File: src/rtl/icmp_engine_arbiter.sv
// icmp_engine_arbiter: round-robin sequencer sharing one ICMP send/read engine
// between NREQ requesters. It turns held request levels into single-cycle
// launch strobes and holds the grant for the engine's fixed job length. It also
// counts outputvalid beats on send jobs and drives the engine's hardreset.
// Optional feature macro: ICMP_ARB_READ_PRIO_EN. When it is defined, pending
// read requests take priority over all send requests.
module icmp_engine_arbiter #(
    parameter int unsigned NREQ        = 4,
    parameter int unsigned SEND_CYCLES = 13,
    parameter int unsigned READ_CYCLES = 7,
    parameter int unsigned SEND_BEATS  = 5
) (
    input  logic            clock,
    input  logic            hardreset_n,
    input  logic [NREQ-1:0] req_send,
    input  logic [NREQ-1:0] req_read,
    input  logic            err_clr,
    input  logic            eng_outputvalid,
    output logic [NREQ-1:0] grant,
    output logic            grant_read,
    output logic            eng_sendmode,
    output logic            eng_readmode,
    output logic            eng_hardreset,
    output logic            busy,
    output logic            done,
    output logic            beat_err
);

    localparam int unsigned IDX_W   = (NREQ > 1) ? $clog2(NREQ) : 1;
    localparam int unsigned MAX_CYC = (SEND_CYCLES > READ_CYCLES) ? SEND_CYCLES : READ_CYCLES;
    localparam int unsigned CNT_W   = $clog2(MAX_CYC);
    localparam int unsigned BEAT_W  = 3;

    typedef enum logic [1:0] {
        S_IDLE    = 2'd0,
        S_LAUNCH  = 2'd1,
        S_RUN     = 2'd2,
        S_RELEASE = 2'd3
    } state_t;

    state_t              r_state;
    logic [IDX_W-1:0]    r_ptr;
    logic [IDX_W-1:0]    r_win_idx;
    logic [CNT_W-1:0]    r_cnt;
    logic [BEAT_W-1:0]   r_beats;
    logic                r_hr_stage;

    logic [NREQ-1:0]     w_elig;
    logic                w_found;
    logic [IDX_W-1:0]    w_win_idx;
    logic                w_win_read;
    logic [IDX_W-1:0]    w_ptr_next;
    int unsigned         w_idx;

    // Eligibility mask and first-eligible search upward from the pointer, wrapping
    always_comb begin
        w_elig    = req_send | req_read;
`ifdef ICMP_ARB_READ_PRIO_EN
        if (|req_read) begin
            w_elig = req_read;
        end
`endif
        w_found   = 1'b0;
        w_win_idx = '0;
        w_idx     = 0;
        for (int unsigned k = 0; k < NREQ; k++) begin
            w_idx = 32'(r_ptr) + k;
            if (w_idx >= NREQ) begin
                w_idx = w_idx - NREQ;
            end
            if (!w_found && w_elig[IDX_W'(w_idx)]) begin
                w_found   = 1'b1;
                w_win_idx = IDX_W'(w_idx);
            end
        end
        w_win_read = req_read[w_win_idx];
        w_ptr_next = (r_win_idx == IDX_W'(NREQ - 1)) ? '0 : r_win_idx + IDX_W'(1);
    end

    // Job sequencer: IDLE -> LAUNCH -> RUN -> RELEASE, plus hardreset stretch and beat check
    always_ff @(posedge clock) begin
        if (!hardreset_n) begin
            r_state       <= S_IDLE;
            r_ptr         <= '0;
            r_win_idx     <= '0;
            r_cnt         <= '0;
            r_beats       <= '0;
            r_hr_stage    <= 1'b1;
            grant         <= '0;
            grant_read    <= 1'b0;
            eng_sendmode  <= 1'b0;
            eng_readmode  <= 1'b0;
            eng_hardreset <= 1'b1;
            busy          <= 1'b0;
            done          <= 1'b0;
            beat_err      <= 1'b0;
        end else begin
            // Engine reset is held one extra cycle past the release of hardreset_n
            r_hr_stage    <= 1'b0;
            eng_hardreset <= r_hr_stage;
            done          <= 1'b0;
            eng_sendmode  <= 1'b0;
            eng_readmode  <= 1'b0;
            if (err_clr) begin
                beat_err <= 1'b0;
            end

            case (r_state)
                S_IDLE: begin
                    if (!eng_hardreset && w_found) begin
                        grant        <= NREQ'(1) << w_win_idx;
                        grant_read   <= w_win_read;
                        r_win_idx    <= w_win_idx;
                        eng_sendmode <= ~w_win_read;
                        eng_readmode <= w_win_read;
                        busy         <= 1'b1;
                        r_state      <= S_LAUNCH;
                    end
                end
                S_LAUNCH: begin
                    r_cnt   <= grant_read ? CNT_W'(READ_CYCLES - 2) : CNT_W'(SEND_CYCLES - 2);
                    r_beats <= '0;
                    r_state <= S_RUN;
                end
                S_RUN: begin
                    if (eng_outputvalid && (r_beats != '1)) begin
                        r_beats <= r_beats + BEAT_W'(1);
                    end
                    if (r_cnt == '0) begin
                        done    <= 1'b1;
                        r_state <= S_RELEASE;
                    end else begin
                        r_cnt <= r_cnt - CNT_W'(1);
                    end
                end
                S_RELEASE: begin
                    // A failing beat check overrides a coincident err_clr
                    if (!grant_read && (r_beats != BEAT_W'(SEND_BEATS))) begin
                        beat_err <= 1'b1;
                    end
                    r_ptr      <= w_ptr_next;
                    grant      <= '0;
                    grant_read <= 1'b0;
                    busy       <= 1'b0;
                    r_state    <= S_IDLE;
                end
                default: begin
                    r_state <= S_IDLE;
                end
            endcase
        end
    end

endmodule

File: config.mk
export PLATFORM = sky130hd
export DESIGN_NAME = icmp_engine_arbiter
export DESIGN_NICKNAME = d
export VERILOG_FILES = /design/src/rtl/icmp_engine_arbiter.sv
export SDC_FILE = /design/constraint.sdc
export NUM_CORES = 1
export LEC_CHECK = 0
export CAP_MARGIN = 30
export CORE_UTILIZATION = 42
export CTS_BUF_LIST = sky130_fd_sc_hd__clkbuf_16
export CTS_CLUSTER_SIZE = 14
export DETAILED_ROUTE_END_ITERATION = 10
export PLACE_DENSITY = 0.65
export SETUP_SLACK_MARGIN = 0.15
export SYNTH_ARGS = -nofsm -noshare
export SYNTH_HDL_FRONTEND = slang
export SYNTH_SLANG_ARGS = --single-unit
File: constraint.sdc
create_clock -name clock -period 1.7 [get_ports clock]
set_input_delay 0.255 -clock clock [delete_from_list [all_inputs] [get_ports clock]]
set_output_delay 0.255 -clock clock [all_outputs]
set_load 0.1 [all_outputs]
==> out/qor.csv, run 1 <==
stage,metric,value,unit
placed_design,IO buf count,22,
synth,most common flop cell mapped by yosys,dfxtp_1,
timing,Setup Skew,0.00390,ns
timing,Setup-failing EPs final,0,
grt,GR Layer Usage met3,3.93,%
worst_setup_path,CP endpoint kind,flip-flop,
grt,vias in the first global route,1178,
pwr,Power Density,1190,nW/um2
timing,fin worst setup slack,0.141,ns
worst_setup_path,r2r endpoint,grant_read$_SDFFE_PN0P_,
placed_design,pre-CTS WS,-0.289,ns
job,total of max-cap violations,0,
timing,Slew @ Worst Pin,0.383,ns
clocking,Root Driver,clkbuf_16,
clocking,CTS tree,built,
synth,"EDFF count, synth",0,
route,via count,1252,
synth,"Cell Area, Synth",1370,um2
worst_setup_path,CP max stage cell,dfxtp_2,
synth,post-synthesis simple-gate area fraction,21.4,%
floorplanning,chip width,59.0,um
synth,Cells after Synth,152,
layout,# nets final,209,
grt,initial antenna violation count,0,
worst_setup_path,Critical Path Max Stage Delay,0.41,ns
worst_hold_path,Hold WC Path Type,flip-flop to flip-flop,
clocking,clock slew at reported path FFs,0.06,ns
timing,Max Slew Vio Count,0,
run_status,status,completed,
grt,GR Util met2,33.4,%
synth,Mean Syn Cell Area,8.98,um2
grt,GRT busiest layer,met2,
floorplanning,Chip Height,59.0,um
timing,period utilisation layout,91.7,%
placed_design,routability cong.,0.881,
placed_design,HPWL Detailed,2440,um
timing,FMAX,642,MHz
grt,first-pass GRT wire length,5290,um
timing,Slew HR,74.5,%
worst_setup_path,worst-path fanout max,7,
synth,Mapped Nets,173,
worst_hold_path,hold path cells,1,
route,WL per Instance,14.6,um
grt,GRT Overall Usage,20.2,%
floorplanning,initial cell density of the core,44.3,%
grt,total gr overflow,0,
synth,Post-synth ARST share,0,%
grt,met1 Resource Use GR,26.3,%
worst_setup_path,reg2reg setup slack,0.14,ns
layout,fill cell total of the finished layout,262,
worst_hold_path,Worst Hold End,eng_hardreset$_SDFF_PN1_,
clocking,TritonCTS Buffers,3,
clocking,CTS max path bufs,2,
route,First-pass DRT Iterations,4,
clocking,Skew-Pair Late Insertion Delay,0.26,ns
synth,"Seq/Total Area, Yosys",36.7,%
worst_hold_path,Hold Startpoint,r_hr_stage$_DFF_P_,
route,DR vias/cell,5.42,
route,DRT iter0 DRCs,56,
worst_setup_path,sequence of cells on the critical path,"o21bai_1, a21boi_2, o31ai_1, a32oi_2, a31o_1",
synth,post-synthesis mux area share,3.67,%
worst_setup_path,Worst Reg2Reg Path Length in Cells,5,
floorplanning,die footprint,3480,um2
synth,synth warn,0,
synth,adder-cell share of the synthesized area,8.25,%
layout,diode count,0,
pwr,Overall Power,2.40,mW
timing,WHS,0.414,ns
clocking,H-tree depth,1,
timing,unrepaired setup endpoints after global routing,true,
synth,Post-Synth XOR/XNOR Area,0,%
layout,share of cells above drive strength 1,33.7,%
route,Final Routed Wirelength,3380,um
synth,post-synthesis compound-gate area fraction,25.6,%
clocking,clock sink count,25,
route,ANT nets after route,0,
floorplanning,row count,20,
worst_setup_path,worst r2r src,r_ptr[1]$_SDFFE_PN0P_,
worst_setup_path,crit path DAT,1.71,ns
floorplanning,Core Box Area,3080,um2
synth,largest family of logic cells by synthesized area,compound AO/OA/AOI/OAI gates,
layout,Area Growth Syn to Fin,47.9,%
pwr,static leakage,0.767,nW
worst_setup_path,Critical Path RT,1.85,ns
grt,largest net degree at the start of global routing,14,
timing,min Tclk post-route,1.56,ns
pwr,Worst IR Drop VDD,0.736,mV
floorplanning,top-level port count,23,
timing,Final Hold Vio Count,0,
synth,Synth cell types,44,
synth,Seq cells post-synth,25,
worst_setup_path,Worst Setup Start Kind,flip-flop,
worst_setup_path,Setup CP Type,flip-flop to flip-flop,
route,DRC,0,
## metal layers
| metal | up-vias | part of all wire, % |
|---|---|---|
| li1 | 620 | - |
| met4 | 0 | 0.86 |
| met3 | 2 | 3.7 |
| met1 | 591 | 46 |
| met2 | 39 | 49 |
| met5 | - | 0 |
## cell usage in the layout, fill, tap and decap left out, drive strengths merged, types with 3 or more instances in the layout
cell | synthesis | routed
a211oi | 3 | 3
a21boi | 3 | 3
a21oi | 10 | 10
a32oi | 5 | 5
buf | 1 | 24
clkbuf | 3 | 3
clkdlybuf4s50 | 0 | 3
dfxtp | 25 | 25
dlygate4sd2 | 0 | 8
ha | 9 | 9
inv | 10 | 11
mux2i | 5 | 5
nand2 | 5 | 5
nand2b | 5 | 5
nor2 | 24 | 24
nor3 | 5 | 5
nor4 | 3 | 3
o21ai | 7 | 7
o31ai | 3 | 3
or2 | 5 | 5
## logic make-up after synthesis
family,Yosys count
compound gates,45
flops,25
mux,5
fa+ha+maj,9
buf+inv,14
simple gates,54
## sequential cells by signal, summed over array words and instances (netlist names)
register,count
grant_read,1
r_beats,3
eng_readmode,1
r_cnt,4
beat_err,1
busy,1
r_state,2
r_ptr,2
grant,4
done,1
r_hr_stage,1
eng_sendmode,1
eng_hardreset,1
r_win_idx,2
## critical path: cells and delay by family, from the launching register on
family         cells  cell delay, ns
flip-flops         1            0.41
AO/OA/AOI/OAI      5            1.05
## repair_timing
| action | CTS | global route |
|---|---|---|
| buffers inserted | 1 | 1 |
| gates resized for setup | 20 | 18 |
| hold buffers | 0 | 0 |
| pin swaps | 8 | 3 |
| setup endpoints to repair | 14 | 14 |
## synth_stat cells, types with 2 or more instances
library cell	n	area, um2
mux2i_1	5	50.1
a21oi_1	9	45.0
a32oi_1	5	43.8
nand2b_1	5	31.3
nor2_1	22	82.6
nor3_1	3	15.0
nand2_1	5	18.8
a31oi_1	2	12.5
or2_2	2	12.5
ha_1	9	113
o21a_1	2	15.0
nor3_2	2	20.0
and3_1	2	12.5
o31ai_1	3	22.5
a211oi_1	2	15.0
o21ai_0	6	30.0
nor2_2	2	12.5
a21boi_0	2	15.0
o21bai_1	2	15.0
nor4_1	2	12.5
inv_1	10	37.5
dfxtp_1	25	500
nand3b_1	2	15.0
clkbuf_1	3	11.3
## stage by stage
stage	cells	utilization [%]	cell area (um2)	TNS, ns
after floorplan	152	-	1370	0
after global placement	225	59.3	1820	-2.27
after detailed placement	225	59.3	1820	-2.65
after CTS	230	63.4	1950	0
after global routing	231	65.6	2020	0
final	231	65.6	2020	0
## how the worst max path moves through the flow
stage,start,to
floorplan,r_state[0]$_SDFFE_PN0P_,grant_read$_SDFFE_PN0P_
global route,r_ptr[1]$_SDFFE_PN0P_,grant_read$_SDFFE_PN0P_
global placement,req_read[2],grant_read$_SDFFE_PN0P_
CTS,r_ptr[0]$_SDFFE_PN0P_,grant_read$_SDFFE_PN0P_
finish,r_ptr[1]$_SDFFE_PN0P_,grant_read$_SDFFE_PN0P_
detailed placement,req_send[2],grant_read$_SDFFE_PN0P_
## power breakdown
part | leakage [nW] | internal (mW) | switching, mW
Sequential | 0.206 | 0.684 | 0.0966
Combinational | 0.519 | 0.465 | 0.647
Clock | 0.0423 | 0.314 | 0.195
## final cells by class
type	instances	area, um2	area share (%)
Multi-Input combinational cell	113	897	44.4
Sequential cell	25	510	25.3
Timing Repair Buffer	35	438	21.7
Clock buffer	3	75.1	3.72
Tap cell	44	55.1	2.73
Inverter	10	40.0	1.98
Clock inverter	1	3.75	0.186
No activity file was read; power rests on OpenSTA's default activity.
==> inputs of run 2 (changes only) <==
CTS_BUF_LIST = sky130_fd_sc_hd__clkbuf_2 sky130_fd_sc_hd__clkbuf_4 sky130_fd_sc_hd__clkbuf_8   (was sky130_fd_sc_hd__clkbuf_16)
==> run 2 against run 1 <==
  * Die area did not move
  * Core utilization fell by 0.37 points
  * Sequential share of layout area grew 0.33 points
  * Cell count grew 2.2%
  * Clock power decreased by 46%
  * Critical path depth up 2
==> out/qor.csv, run 2 (synthesis results as in run 1) <==
stage,metric,value,unit
placed_design,placed insts,225,
floorplanning,chip width,59.0,um
worst_setup_path,Setup CP Type,flip-flop to flip-flop,
route,First-pass DRT Iterations,4,
route,DRC,0,
grt,first-pass GRT wire length,5240,um
timing,Setup-failing EPs final,0,
pwr,Overall Power,2.24,mW
layout,share of cells above drive strength 1,34.4,%
route,DR vias/cell,5.43,
timing,unrepaired setup endpoints after global routing,true,
worst_setup_path,Worst Setup Start Kind,flip-flop,
floorplanning,die footprint,3480,um2
floorplanning,Chip Height,59.0,um
floorplanning,top-level port count,23,
layout,Area Growth Syn to Fin,47.1,%
placed_design,routability cong.,0.881,
floorplanning,Core Box Area,3080,um2
placed_design,placed cell area,1820,um2
clocking,clock sink count,25,
route,via count,1281,
clocking,TritonCTS Buffers,3,
job,total of max-cap violations,0,
timing,Max Slew Vio Count,0,
worst_setup_path,worst-path fanout max,5,
route,Final Routed Wirelength,3360,um
clocking,CTS tree,built,
clocking,CTS max path bufs,2,
pwr,Worst IR Drop VDD,0.650,mV
grt,total gr overflow,0,
layout,"commonest non-fill, non-tap cell in the layout",nor2_1,
timing,Slew HR,75.4,%
layout,most frequent cells in the layout,"nor2_1 (20), dfxtp_1 (18), buf_4 (16)",
timing,period utilisation layout,89.4,%
clocking,H-tree depth,1,
worst_setup_path,Critical Path RT,1.91,ns
layout,diode count,0,
worst_setup_path,CP max stage cell,dfxtp_2,
timing,aggregate negative setup slack,0,ns
timing,min Tclk post-route,1.52,ns
timing,Slew @ Worst Pin,0.368,ns
clocking,Root Driver,clkbuf_4,
route,WL per Instance,14.2,um
layout,Finished Layout Cells,236,
grt,GRT Overall Usage,19.7,%
route,ANT nets after route,0,
placed_design,IO buf count,22,
timing,Final Hold Vio Count,0,
clocking,clock slew at reported path FFs,0.14,ns
clocking,Skew-Pair Late Insertion Delay,0.32,ns
floorplanning,row count,20,
worst_setup_path,crit path DAT,1.73,ns
timing,Setup Skew,0.0178,ns
layout,Finished Cell Area,2010,um2
run_status,status,completed,
placed_design,HPWL Detailed,2440,um
timing,FMAX,658,MHz
worst_hold_path,Hold WC Path Type,flip-flop to flip-flop,
pwr,Power Density,1120,nW/um2
route,DRT iter0 DRCs,88,
grt,largest net degree at the start of global routing,14,
clocking,post-cts hold buffer count,0,
grt,vias in the first global route,1196,
worst_setup_path,CP endpoint kind,flip-flop,
layout,# nets final,214,
pwr,static leakage,0.786,nW
layout,Largest regs,"grant: 4 flops, r_cnt: 4 flops, r_beats: 3 flops",
floorplanning,initial cell density of the core,44.3,%
worst_setup_path,sequence of cells on the critical path,"inv_1, ha_1, nand2b_1, o21a_1, a21oi_1, mux2i_1, nor2_1",
grt,initial antenna violation count,0,
worst_setup_path,Critical Path Max Stage Delay,0.37,ns
-- run 2: changes by cell type in the layout (fill, tap and decap cells not counted), sizes merged --
cell,before,now
inv,11,10
dlygate4sd2,8,5
dlymetal6s2s,0,3
clkbuf,3,4
buf,24,29
-- run 2: through the flow --
stage	hold slack, ns	setup slack, ns	utilization (%)
2_1_floorplan	0.328	0.157	-
3_3_place_gp	0.399	-0.260	59.3
3_5_place_dp	0.397	-0.289	59.3
4_1_cts	0.430	0.150	61.1
5_1_grt	0.445	0.0843	65.2
6_report	0.429	0.180	65.2
-- run 2: worst paths after layout --
kind	from	slack, ns	cells past startpoint	endpoint
max	r_cnt[0]$_SDFFE_PN0P_	0.18	7	r_state[1]$_SDFFE_PN0P_
min	r_hr_stage$_DFF_P_	0.43	1	eng_hardreset$_SDFF_PN1_
max reg2reg	r_cnt[0]$_SDFFE_PN0P_	0.18	7	r_state[1]$_SDFFE_PN0P_
min reg2reg	r_hr_stage$_DFF_P_	0.43	1	eng_hardreset$_SDFF_PN1_
-- run 2: per-layer routing --
metal	global-route usage (%)	part of all wire, %
met3	4.80	4.2
met4	4.76	0.57
met1	24.5	45
met5	0	0
met2	34.3	50
-- run 2: critical path: cells and delay by family, from the launching register on --
| kind | cells | cell delay (ns) |
|---|---|---|
| compound gates | 2 | 0.45 |
| flops | 1 | 0.37 |
| mux | 1 | 0.22 |
| fa+ha+maj | 1 | 0.16 |
| simple gates | 2 | 0.15 |
| buf+inv | 1 | 0.06 |
-- run 2: cell type report --
type | instances | area [um2]
Sequential cell | 25 | 514
Tap cell | 44 | 55.1
Timing Repair Buffer | 40 | 483
Clock buffer | 4 | 30.0
Fill cell | 261 | 1070
Multi-Input combinational cell | 113 | 883
Inverter | 10 | 42.5
-- run 2: timing repair --
action	CTS	global route
pin swaps	2	6
endpoints found under the setup margin	12	17
gates resized for setup	15	22
setup buffers	0	7
-- run 2: where the power goes --
part	internal (mW)	switching (mW)
clock network	0.108	0.166
logic	0.532	0.667
registers	0.682	0.0890
==> inputs of run 3 (changes only) <==
SLEW_MARGIN = 15   (was not set)
==> results of run 3 <==
Final layout, timing and power as in run 2 (identical DEF).
